==> config.mk <==
export PLATFORM = sky130hd
export DESIGN_NAME = freq_measure_ctrl
export DESIGN_NICKNAME = d
export VERILOG_FILES = /design/src/rtl/freq_measure_ctrl.sv
export SDC_FILE = /design/constraint.sdc
export NUM_CORES = 1
export LEC_CHECK = 0
export CAP_MARGIN = 20
export CELL_PAD_IN_SITES_DETAIL_PLACEMENT = 0
export CELL_PAD_IN_SITES_GLOBAL_PLACEMENT = 1
export CORE_ASPECT_RATIO = 1.75
export CORE_MARGIN = 1.5
export CORE_UTILIZATION = 40
export DETAILED_ROUTE_END_ITERATION = 8
export PLACE_DENSITY = 0.73
export SLEW_MARGIN = 5
export SYNTH_ARGS = -nofsm -noshare
export SYNTH_HDL_FRONTEND = slang
export SYNTH_SLANG_ARGS = --single-unit
==> constraint.sdc <==
create_clock -name clock -period 5.35 [get_ports clock]
set_clock_uncertainty 0.15 [all_clocks]
set_input_delay 1.07 -clock clock [delete_from_list [all_inputs] [get_ports clock]]
set_output_delay 1.07 -clock clock [all_outputs]
set_load 0.02 [all_outputs]
==> src/rtl/freq_measure_ctrl.sv <==
// -----------------------------------------------------------------------------
// freq_measure_ctrl
//
// Measures the clock frequency against a 1 ms reference tick. On request the
// block waits for a tick (alignment), then counts clock cycles per tick period.
// It finishes when two consecutive windows agree within TOLERANCE cycles, when
// MAX_WINDOWS windows have elapsed, or when a tick fails to arrive within
// TIMEOUT_CYCLES.
//
// Ports
//   clock    in   single rising-edge clock
//   reset    in   asynchronous active-low reset
//   msTick   in   one-cycle 1 ms pulse, synchronous to clock
//   start    in   one-cycle measurement request (taken only in IDLE)
//   abort    in   cancel a measurement in progress (ALIGN/MEAS only)
//   busy     out  measurement in progress
//   done     out  one-cycle completion pulse
//   freqKHz  out  last result: clock cycles per ms (= frequency in kHz)
//   stable   out  last result met TOLERANCE
//   timeout  out  last result ended because a tick went missing
// -----------------------------------------------------------------------------
module freq_measure_ctrl #(
    parameter int          CNT_WIDTH      = 24,
    parameter int          TOLERANCE      = 2,
    parameter int          MAX_WINDOWS    = 4,
    parameter int unsigned TIMEOUT_CYCLES = (32'd1 << CNT_WIDTH) - 32'd1
) (
    input  logic                 clock,
    input  logic                 reset,
    input  logic                 msTick,
    input  logic                 start,
    input  logic                 abort,
    output logic                 busy,
    output logic                 done,
    output logic [CNT_WIDTH-1:0] freqKHz,
    output logic                 stable,
    output logic                 timeout
);

    localparam logic [CNT_WIDTH-1:0] CNT_MAX   = {CNT_WIDTH{1'b1}};
    localparam logic [CNT_WIDTH-1:0] CNT_ZERO  = {CNT_WIDTH{1'b0}};
    localparam logic [CNT_WIDTH-1:0] CNT_ONE   = {{(CNT_WIDTH-1){1'b0}}, 1'b1};
    localparam logic [CNT_WIDTH-1:0] TIMEOUT_C = CNT_WIDTH'(TIMEOUT_CYCLES);
    localparam logic [CNT_WIDTH:0]   TOL_C     = (CNT_WIDTH+1)'(TOLERANCE);
    localparam logic [3:0]           MAX_WIN_C = 4'(MAX_WINDOWS);

    typedef enum logic [1:0] {
        ST_IDLE   = 2'd0,
        ST_ALIGN  = 2'd1,
        ST_MEAS   = 2'd2,
        ST_FINISH = 2'd3
    } state_t;

    // Unsigned absolute difference on CNT_WIDTH+1 bits; never wraps.
    function automatic logic [CNT_WIDTH:0] abs_diff(
        input logic [CNT_WIDTH:0] a,
        input logic [CNT_WIDTH:0] b
    );
        logic [CNT_WIDTH:0] d;
        if (a >= b) begin
            d = a - b;
        end else begin
            d = b - a;
        end
        return d;
    endfunction

    state_t               state_r, state_nxt_s;
    logic [CNT_WIDTH-1:0] cnt_r, cnt_nxt_s;
    logic [CNT_WIDTH-1:0] prev_r, prev_nxt_s;
    logic [3:0]           win_r, win_nxt_s;
    logic [CNT_WIDTH-1:0] freq_r, freq_nxt_s;
    logic                 stable_r, stable_nxt_s;
    logic                 timeout_r, timeout_nxt_s;
    logic                 busy_r, busy_nxt_s;
    logic                 done_r, done_nxt_s;

    logic [CNT_WIDTH:0]   sample_s;
    logic [CNT_WIDTH-1:0] sample_sat_s;
    logic [CNT_WIDTH-1:0] cnt_inc_s;
    logic                 within_tol_s;
    logic                 first_win_s;
    logic                 last_win_s;
    logic                 expire_s;

    // A tick closing a window of P cycles sees cnt = P-1, hence the +1.
    assign sample_s     = {1'b0, cnt_r} + {{CNT_WIDTH{1'b0}}, 1'b1};
    // Only reachable when a tick lands on a saturated counter.
    assign sample_sat_s = sample_s[CNT_WIDTH] ? CNT_MAX : sample_s[CNT_WIDTH-1:0];
    assign cnt_inc_s    = (cnt_r == CNT_MAX) ? CNT_MAX : (cnt_r + CNT_ONE);
    assign within_tol_s = (abs_diff(sample_s, {1'b0, prev_r}) <= TOL_C);
    assign first_win_s  = (win_r == 4'd0);
    assign last_win_s   = ((win_r + 4'd1) >= MAX_WIN_C);
    // A tick in the same cycle wins over the timeout.
    assign expire_s     = (cnt_r == TIMEOUT_C) && !msTick;

    // State register.
    always_ff @(posedge clock or negedge reset) begin
        if (!reset) begin
            state_r <= ST_IDLE;
        end else begin
            state_r <= state_nxt_s;
        end
    end

    // Next-state logic; abort outranks tick and timeout.
    always_comb begin
        state_nxt_s = state_r;
        case (state_r)
            ST_IDLE: begin
                if (start) begin
                    state_nxt_s = ST_ALIGN;
                end else begin
                    state_nxt_s = ST_IDLE;
                end
            end
            ST_ALIGN: begin
                if (abort) begin
                    state_nxt_s = ST_IDLE;
                end else if (msTick) begin
                    state_nxt_s = ST_MEAS;
                end else if (expire_s) begin
                    state_nxt_s = ST_FINISH;
                end else begin
                    state_nxt_s = ST_ALIGN;
                end
            end
            ST_MEAS: begin
                if (abort) begin
                    state_nxt_s = ST_IDLE;
                end else if (msTick) begin
                    if (first_win_s) begin
                        state_nxt_s = ST_MEAS;
                    end else if (within_tol_s || last_win_s) begin
                        state_nxt_s = ST_FINISH;
                    end else begin
                        state_nxt_s = ST_MEAS;
                    end
                end else if (expire_s) begin
                    state_nxt_s = ST_FINISH;
                end else begin
                    state_nxt_s = ST_MEAS;
                end
            end
            ST_FINISH: begin
                state_nxt_s = ST_IDLE;
            end
            default: begin
                state_nxt_s = ST_IDLE;
            end
        endcase
    end

    // Output and datapath next values; results hold unless a rule updates them.
    always_comb begin
        cnt_nxt_s     = cnt_r;
        prev_nxt_s    = prev_r;
        win_nxt_s     = win_r;
        freq_nxt_s    = freq_r;
        stable_nxt_s  = stable_r;
        timeout_nxt_s = timeout_r;
        busy_nxt_s    = (state_nxt_s == ST_ALIGN) || (state_nxt_s == ST_MEAS);
        done_nxt_s    = (state_nxt_s == ST_FINISH);
        case (state_r)
            ST_IDLE: begin
                if (start) begin
                    cnt_nxt_s     = CNT_ZERO;
                    prev_nxt_s    = CNT_ZERO;
                    win_nxt_s     = 4'd0;
                    stable_nxt_s  = 1'b0;
                    timeout_nxt_s = 1'b0;
                end else begin
                    cnt_nxt_s = cnt_r;
                end
            end
            ST_ALIGN: begin
                if (abort) begin
                    cnt_nxt_s = cnt_r;
                end else if (msTick) begin
                    cnt_nxt_s = CNT_ZERO;
                end else if (expire_s) begin
                    timeout_nxt_s = 1'b1;
                    freq_nxt_s    = CNT_ZERO;
                    stable_nxt_s  = 1'b0;
                end else begin
                    cnt_nxt_s = cnt_inc_s;
                end
            end
            ST_MEAS: begin
                if (abort) begin
                    cnt_nxt_s = cnt_r;
                end else if (msTick) begin
                    cnt_nxt_s = CNT_ZERO;
                    win_nxt_s = win_r + 4'd1;
                    if (first_win_s) begin
                        prev_nxt_s = sample_sat_s;
                    end else if (within_tol_s) begin
                        freq_nxt_s   = sample_sat_s;
                        stable_nxt_s = 1'b1;
                    end else begin
                        prev_nxt_s = sample_sat_s;
                        if (last_win_s) begin
                            freq_nxt_s   = sample_sat_s;
                            stable_nxt_s = 1'b0;
                        end else begin
                            freq_nxt_s = freq_r;
                        end
                    end
                end else if (expire_s) begin
                    timeout_nxt_s = 1'b1;
                    freq_nxt_s    = CNT_ZERO;
                    stable_nxt_s  = 1'b0;
                end else begin
                    cnt_nxt_s = cnt_inc_s;
                end
            end
            ST_FINISH: begin
                cnt_nxt_s = cnt_r;
            end
            default: begin
                cnt_nxt_s = CNT_ZERO;
            end
        endcase
    end

    // Datapath and output registers.
    always_ff @(posedge clock or negedge reset) begin
        if (!reset) begin
            cnt_r     <= CNT_ZERO;
            prev_r    <= CNT_ZERO;
            win_r     <= 4'd0;
            freq_r    <= CNT_ZERO;
            stable_r  <= 1'b0;
            timeout_r <= 1'b0;
            busy_r    <= 1'b0;
            done_r    <= 1'b0;
        end else begin
            cnt_r     <= cnt_nxt_s;
            prev_r    <= prev_nxt_s;
            win_r     <= win_nxt_s;
            freq_r    <= freq_nxt_s;
            stable_r  <= stable_nxt_s;
            timeout_r <= timeout_nxt_s;
            busy_r    <= busy_nxt_s;
            done_r    <= done_nxt_s;
        end
    end

    assign busy    = busy_r;
    assign done    = done_r;
    assign freqKHz = freq_r;
    assign stable  = stable_r;
    assign timeout = timeout_r;

endmodule

## After elaboration in Yosys (flattened, before gate mapping)

Cells that the tools add are included.

| storage, ports and cells | value |
|---|---|
| register bits after elaboration | 82 |
| bits in latches | 0 |
| RAM bits | 0 |
| memory bits (read-only) | 0 |
| output and inout bits | 28 |
| logic and storage cells | 104 |
| memories | 0 |

| operators by class | value |
|---|---|
| add/sub/neg operators | 5 |
| multipliers | 0 |
| div/mod/pow operators | 0 |
| magnitude comparators | 3 |
| equal/unequal tests | 19 |
| shift operators | 0 |
| multiplexer cells | 50 |
| bitwise operators | 1 |
| reductions and logical operators | 17 |

Operators by type and width:

| cell | count |
|---|---|
| 2-to-1 mux 24 bit | 18 |
| one-hot mux 24 bit (2 select lines) | 3 |
| adder 24 x 1 -> 25 bit (second input constant) | 1 |
| >= comparator 25 x 24 -> 1 bit | 1 |
| <= comparator 25 x 2 -> 1 bit (second input constant) | 1 |
| 2-to-1 mux 25 bit | 1 |
| subtractor 24 x 25 -> 25 bit | 1 |
| subtractor 25 x 24 -> 25 bit | 1 |
| adder 24 x 1 -> 24 bit (second input constant) | 1 |
| equality test 24 bit (second input constant) | 1 |
| 2-to-1 mux 1 bit | 16 |
| != test 2 bit (second input constant) | 7 |
| 2-to-1 mux 4 bit | 3 |
| 2-to-1 mux 2 bit | 5 |
| AND reduction 5 bit | 2 |
| != test 3 bit (second input constant) | 3 |
| equality test 2 bit (second input constant) | 4 |
| one-hot mux 2 bit (4 select lines) | 1 |
| one-hot mux 4 bit (2 select lines) | 1 |
| AND reduction 4 bit | 2 |
| AND reduction 7 bit | 1 |
| AND reduction 6 bit | 1 |
| nonzero test 2 bit | 3 |
| adder 4 x 1 -> 4 bit (second input constant) | 1 |
| 14 further kinds | 16 |

## Logic depth before layout (Yosys ltp)

| logic depth | value |
|---|---|
| word-level depth | 12 |
| mapped depth | 25 |

## Least setup slack after synthesis

OpenSTA, ideal clock, no wires.

| path | value |
|---|---|
| path type | register to register |
| from | register cnt_r[0] |
| to | register freq_r[15] (netlist: freqKHz[15]) |
| data arrival time | 5.314 ns |
| slack | -0.235 ns |
| cell stages (with the launch flop) | 23 |
| period minus slack after synthesis | 5.585 ns |
| path through | dfrtp_1 > ha_1 > nand4_1 > or4_1 > clkbuf_1 > nor2_1 > xnor2_1 > inv_1 > ha_1 > clkbuf_1 > and4_1 > clkbuf_1 > nand3_1 > a21o_1 > a31oi_1 > a21o_4 > mux2i_1 > xor2_1 > or4_4 > o41ai_4 > o221ai_2 > buf_2 > a32o_1 |

| between the ends | value |
|---|---|
| longest elaborated chain between the ends | 9 |

Ends and longest elaborated chain:

| element | line | source |
|---|---|---|
| from (decl) | 69 | `logic [CNT_WIDTH-1:0] cnt_r, cnt_nxt_s;` |
| from (signal assigned) | 238 | `cnt_r <= cnt_nxt_s;` |
| adder 24 x 1 -> 25 bit | 87 | `assign sample_s = {1'b0, cnt_r} + {{CNT_WIDTH{1'b0}}, 1'b1};` |
| subtractor 24 x 25 -> 25 bit, or another cell as far along | 63 | `d = b - a;` |
| 2-to-1 mux 25 bit | 60 | `if (a >= b) begin` |
| <= comparator 25 x 2 -> 1 bit | 91 | `assign within_tol_s = (abs_diff(sample_s, {1'b0, prev_r}) <= TOL_C);` |
| 2-to-1 mux 24 bit | 197 | `end else if (within_tol_s) begin` |
| 2-to-1 mux 24 bit | 195 | `if (first_win_s) begin` |
| 2-to-1 mux 24 bit | 192 | `end else if (msTick) begin` |
| 2-to-1 mux 24 bit | 190 | `if (abort) begin` |
| one-hot mux 24 bit (2 select lines) | 164 | `case (state_r)` |
| to (signal assigned) | 241 | `freq_r <= freq_nxt_s;` |
| to (decl) | 72 | `logic [CNT_WIDTH-1:0] freq_r, freq_nxt_s;` |

Parallel ways exist; a longest one is shown, timed or not. The select of a mux whose other input is x is not followed.
A chain may end at the register's enable or synchronous reset.

## Final worst setup path

| path | value |
|---|---|
| from | register cnt_r[1] |
| to | register prev_r[9] |

| between the ends | value |
|---|---|
| longest elaborated chain between the ends | 7 |

Ends and longest elaborated chain:

| element | line | source |
|---|---|---|
| adder 24 x 1 -> 25 bit * | 87 |  |
| parallel branches: the longest is 6 deep, another holds subtractor 24 x 25 -> 25 bit | -- |  |
| to (signal assigned) | 239 | `prev_r <= prev_nxt_s;` |
| to (decl) | 70 | `logic [CNT_WIDTH-1:0] prev_r, prev_nxt_s;` |

Every way passes the cells marked *. The select of a mux whose other input is x is not followed.

==> results.cfg <==
[synthesis]
syn-cell-area_um2 = 6850
synth_compound_area_share_pct = 25.9
synth_top_family_by_area = compound AO/OA/AOI/OAI gates
synth-xor-area-share_pct = 5.37
synthArstFlopShare_pct = 100
ys_warn_count = 0
synth_cell_types = 62
synth_edf_count = 0
synth-seq-cells = 82
synth_top_area_share_pct = 29.9
netlist_instances = 827
muxShareOfSynthArea_pct = 4.44
synthSimpleGateAreaFrac_pct = 17.7
ys.flop_type = dfrtp_1
synth_area_per_cell_um2 = 8.28
synth-seq-area-share_pct = 29.9
synth_fa_ha_area_share_pct = 11.0
yosys.area.top_type = dfrtp_1
syn_nets = 891
synth_area_leaders = dfrtp_1 (30%), ha_1 (10%), nand2_1 (5.0%)

[power]
p_sw_mw = 1.39
powerDensity_nw_per_um2 = 371
p_leak_nw = 4.18
p_total_mw = 3.40
p_comb_share_pct = 59.3
p_int_mw = 2.01
pwr-share-clk_pct = 21.2
p_sw_share_pct = 40.9
seqPwrFrac_pct = 19.5
irDropWorstVdd_mv = 0.292

[setup_path]
crit_chain = ha_2 > nand4_1 > or4_4 > nor2_4 > and2_4 > nand4_1 > xnor2_2 > ha_4 > nand4_1 > nor2_2 > nand4_1 > o2111ai_4 > a21o_4 > buf_12 > mux2_2 > o2111a_1 > o2111ai_2 > buf_4 > nor4_4 > buf_4 > a21oi_4 > clkbuf_16 > mux2i_1
r2r_cells = 23
crit_path_max_fanout = 11
critPathBufInv = 4
rr_endpoint = prev_r[9]
crit_type = flop to flop
r2r_start = cnt_r[1]
ff2ff_setup_slack_ns = -0.07
crit_end = prev_r[9]
cp_common_cell = nand4_1
crit_arrival_ns = 5.54
cp_slowest_cell = or4_4
cp_num_cells = 23
max_stage_delay_ns = 0.60
crit_required_ns = 5.47
cp-end-kind = flop
start_kind = flop
worstSetupStartpoint = cnt_r[1]
path_delay_family = simple AND/OR/NAND/NOR gates

[cells_and_area]
area_delta_synth_final_pct = 33.9
stdcell_count = 1196
drive_above_1_share_pct = 23.9
post-route-util_pct = 54.4
final_nets = 1028
n_fill_cell = 1652
final_common_cell = buf_4
num_antenna_cells = 0
final_area_um2 = 9170
layout_common_cells = buf_4 (127), nand2_1 (90), dfrtp_1 (82)

[worst_hold_path]
hold_class = flop to flop

[clock_tree]
clk_latency_ns = 0.35
htreeDepth = 3
cts_made_buffers = 9
cts_sinks = 82
cts_root_buffer = clkbuf_16
clk_pin_slew_ns = 0.06
cts_tree = yes
clockBufferDepth = 2

[route]
drc = 0
vias = 6802
drt-wirelength-per-cell_um = 20.9
dr.pass1.iters = 7
drtAntennaViolNets = 0
viasPerCell = 5.69
wirelength_um = 24900
drtIter0Drc = 428

[sta]
rsz0062_at_grt = true
min_period_over_period_pct = 101
hold_violations = 0
finalMaxSlewViolations = 0
setup_viol = 23
fin_ws_ns = -0.0723
tightestPinTransition_ns = 0.914
fin_crit_ns = 5.42
slew_headroom_pct = 38.9
fmax_ghz = 0.184

[run_status]
status = complete, but fails checks
violations = setup timing

[placement]
port_buffers = 32
dp_hpwl_um = 19600
dp_cells = 1163
dpl_worst_slack_ns = -0.400
place_area_um2 = 8250
gp_congestion = 0.994

[grt]
grt_antenna_before_repair = 0
grt_start_max_net_pins = 59
grt_usage_pct = 28.5
overflow = 0
grt_pass1_vias = 7143
grt_pass1_wl_um = 38300

[floorplan]
die_height_um = 176
initial_core_util_pct = 40.6
die_area_um2 = 18000
ioPinCount = 33
die_w_um = 102
core_um2 = 16900
row_count = 63

[run]
maxCapViolCount = 0
-- power groups by stage --
stage / sequential [mW] / clock, mW / combinational [mW]
6_report: 0.662 / 0.722 / 2.01
5_1_grt: 0.663 / 0.758 / 2.14
4_1_cts: 0.661 / 0.734 / 1.90
3_5_place_dp: 0.672 / 0 / 1.74
3_3_place_gp: 0.671 / 0 / 1.73
2_1_floorplan: 0.684 / 0 / 1.05
-- worst min-delay path by stage --
stage / from / end / slack, ns / cells after the start
floorplan: cnt_r[23] / cnt_r[23] / 0.34 / 2
global route: freqKHz[15] / freqKHz[15] / 0.36 / 1
finish: freqKHz[14] / freqKHz[14] / 0.35 / 1
global placement: freqKHz[3] / freqKHz[3] / 0.33 / 1
CTS: freqKHz[21] / freqKHz[21] / 0.35 / 1
detailed placement: freqKHz[21] / freqKHz[21] / 0.32 / 1
-- layout make-up --
type                    instances  area [µm²]  area share (%)
clock buffers                  10         239            2.61
clock inverters                 6         111            1.21
inverters                      60         225            2.46
multi-input cells             644        4850            52.9
flip-flops and latches         82        2050            22.4
well taps                     227         284            3.10
repair buffers                167        1410            15.4
-- logic make-up (layout without fill, tap and decap cells) --
kind of cell,after synthesis,after routing
AOI/OAI and AO/OA,259,259
and+or+nand+nor,254,254
buffers and inverters,101,243
DFF,82,82
adders and majority gates,59,59
xor gates and xnor gates,42,42
muxes,30,30
-- cells in the mapped netlist, drive strengths merged, types with 4 or more instances --
cell type  number
dfrtp          82
or4             4
xor2           20
o211ai          8
a21oi          63
xnor2          22
nand3          18
nor3b           5
a32o           14
and3            5
nor3           13
or2             4
buf             8
inv            60
a211oi          5
nand2          91
ha             57
a31oi          11
and4            6
nand4          20
nor4            4
nor2b          11
o2bb2ai         9
a21o            9
and2            8
mux2i          27
o31ai           7
a22o           15
o2111ai         5
o21a           13
nor2           58
o21ai          66
clkbuf         33
o221ai          5
-- layer usage --
metal | vias to the layer above | global-route usage [%] | part of all wire, %
li1 | 3262 | - | -
met2 | 183 | 50.9 | 52
met4 | 0 | 19.6 | 7.8
met3 | 88 | 3.96 | 3.4
met1 | 3269 | 30.1 | 37
met5 | - | 0 | 0
-- registers in the layout, summed over array words and instances, names as in the netlist --
signal	count
busy	1
cnt_r	24
done	1
freqKHz	24
prev_r	24
stable	1
state_r	2
timeout	1
win_r	4
-- what timing repair did --
action | 4_1_cts | 5_1_grt
resized for setup | 52 | 35
cloned | 0 | 1
hold buffers | 0 | 0
setup buffers | 12 | 3
endpoints found under the setup margin | 52 | 52
pin swaps | 24 | 15
-- per-stage QoR --
step           TNS [ns]  hold slack, ns
2_1_floorplan         0           0.341
3_3_place_gp     -17.65           0.326
3_5_place_dp     -17.04           0.323
4_1_cts           -1.15           0.354
5_1_grt           -9.03           0.364
6_report         -0.582           0.345
Note: power is estimated with default switching activity, not from simulation.
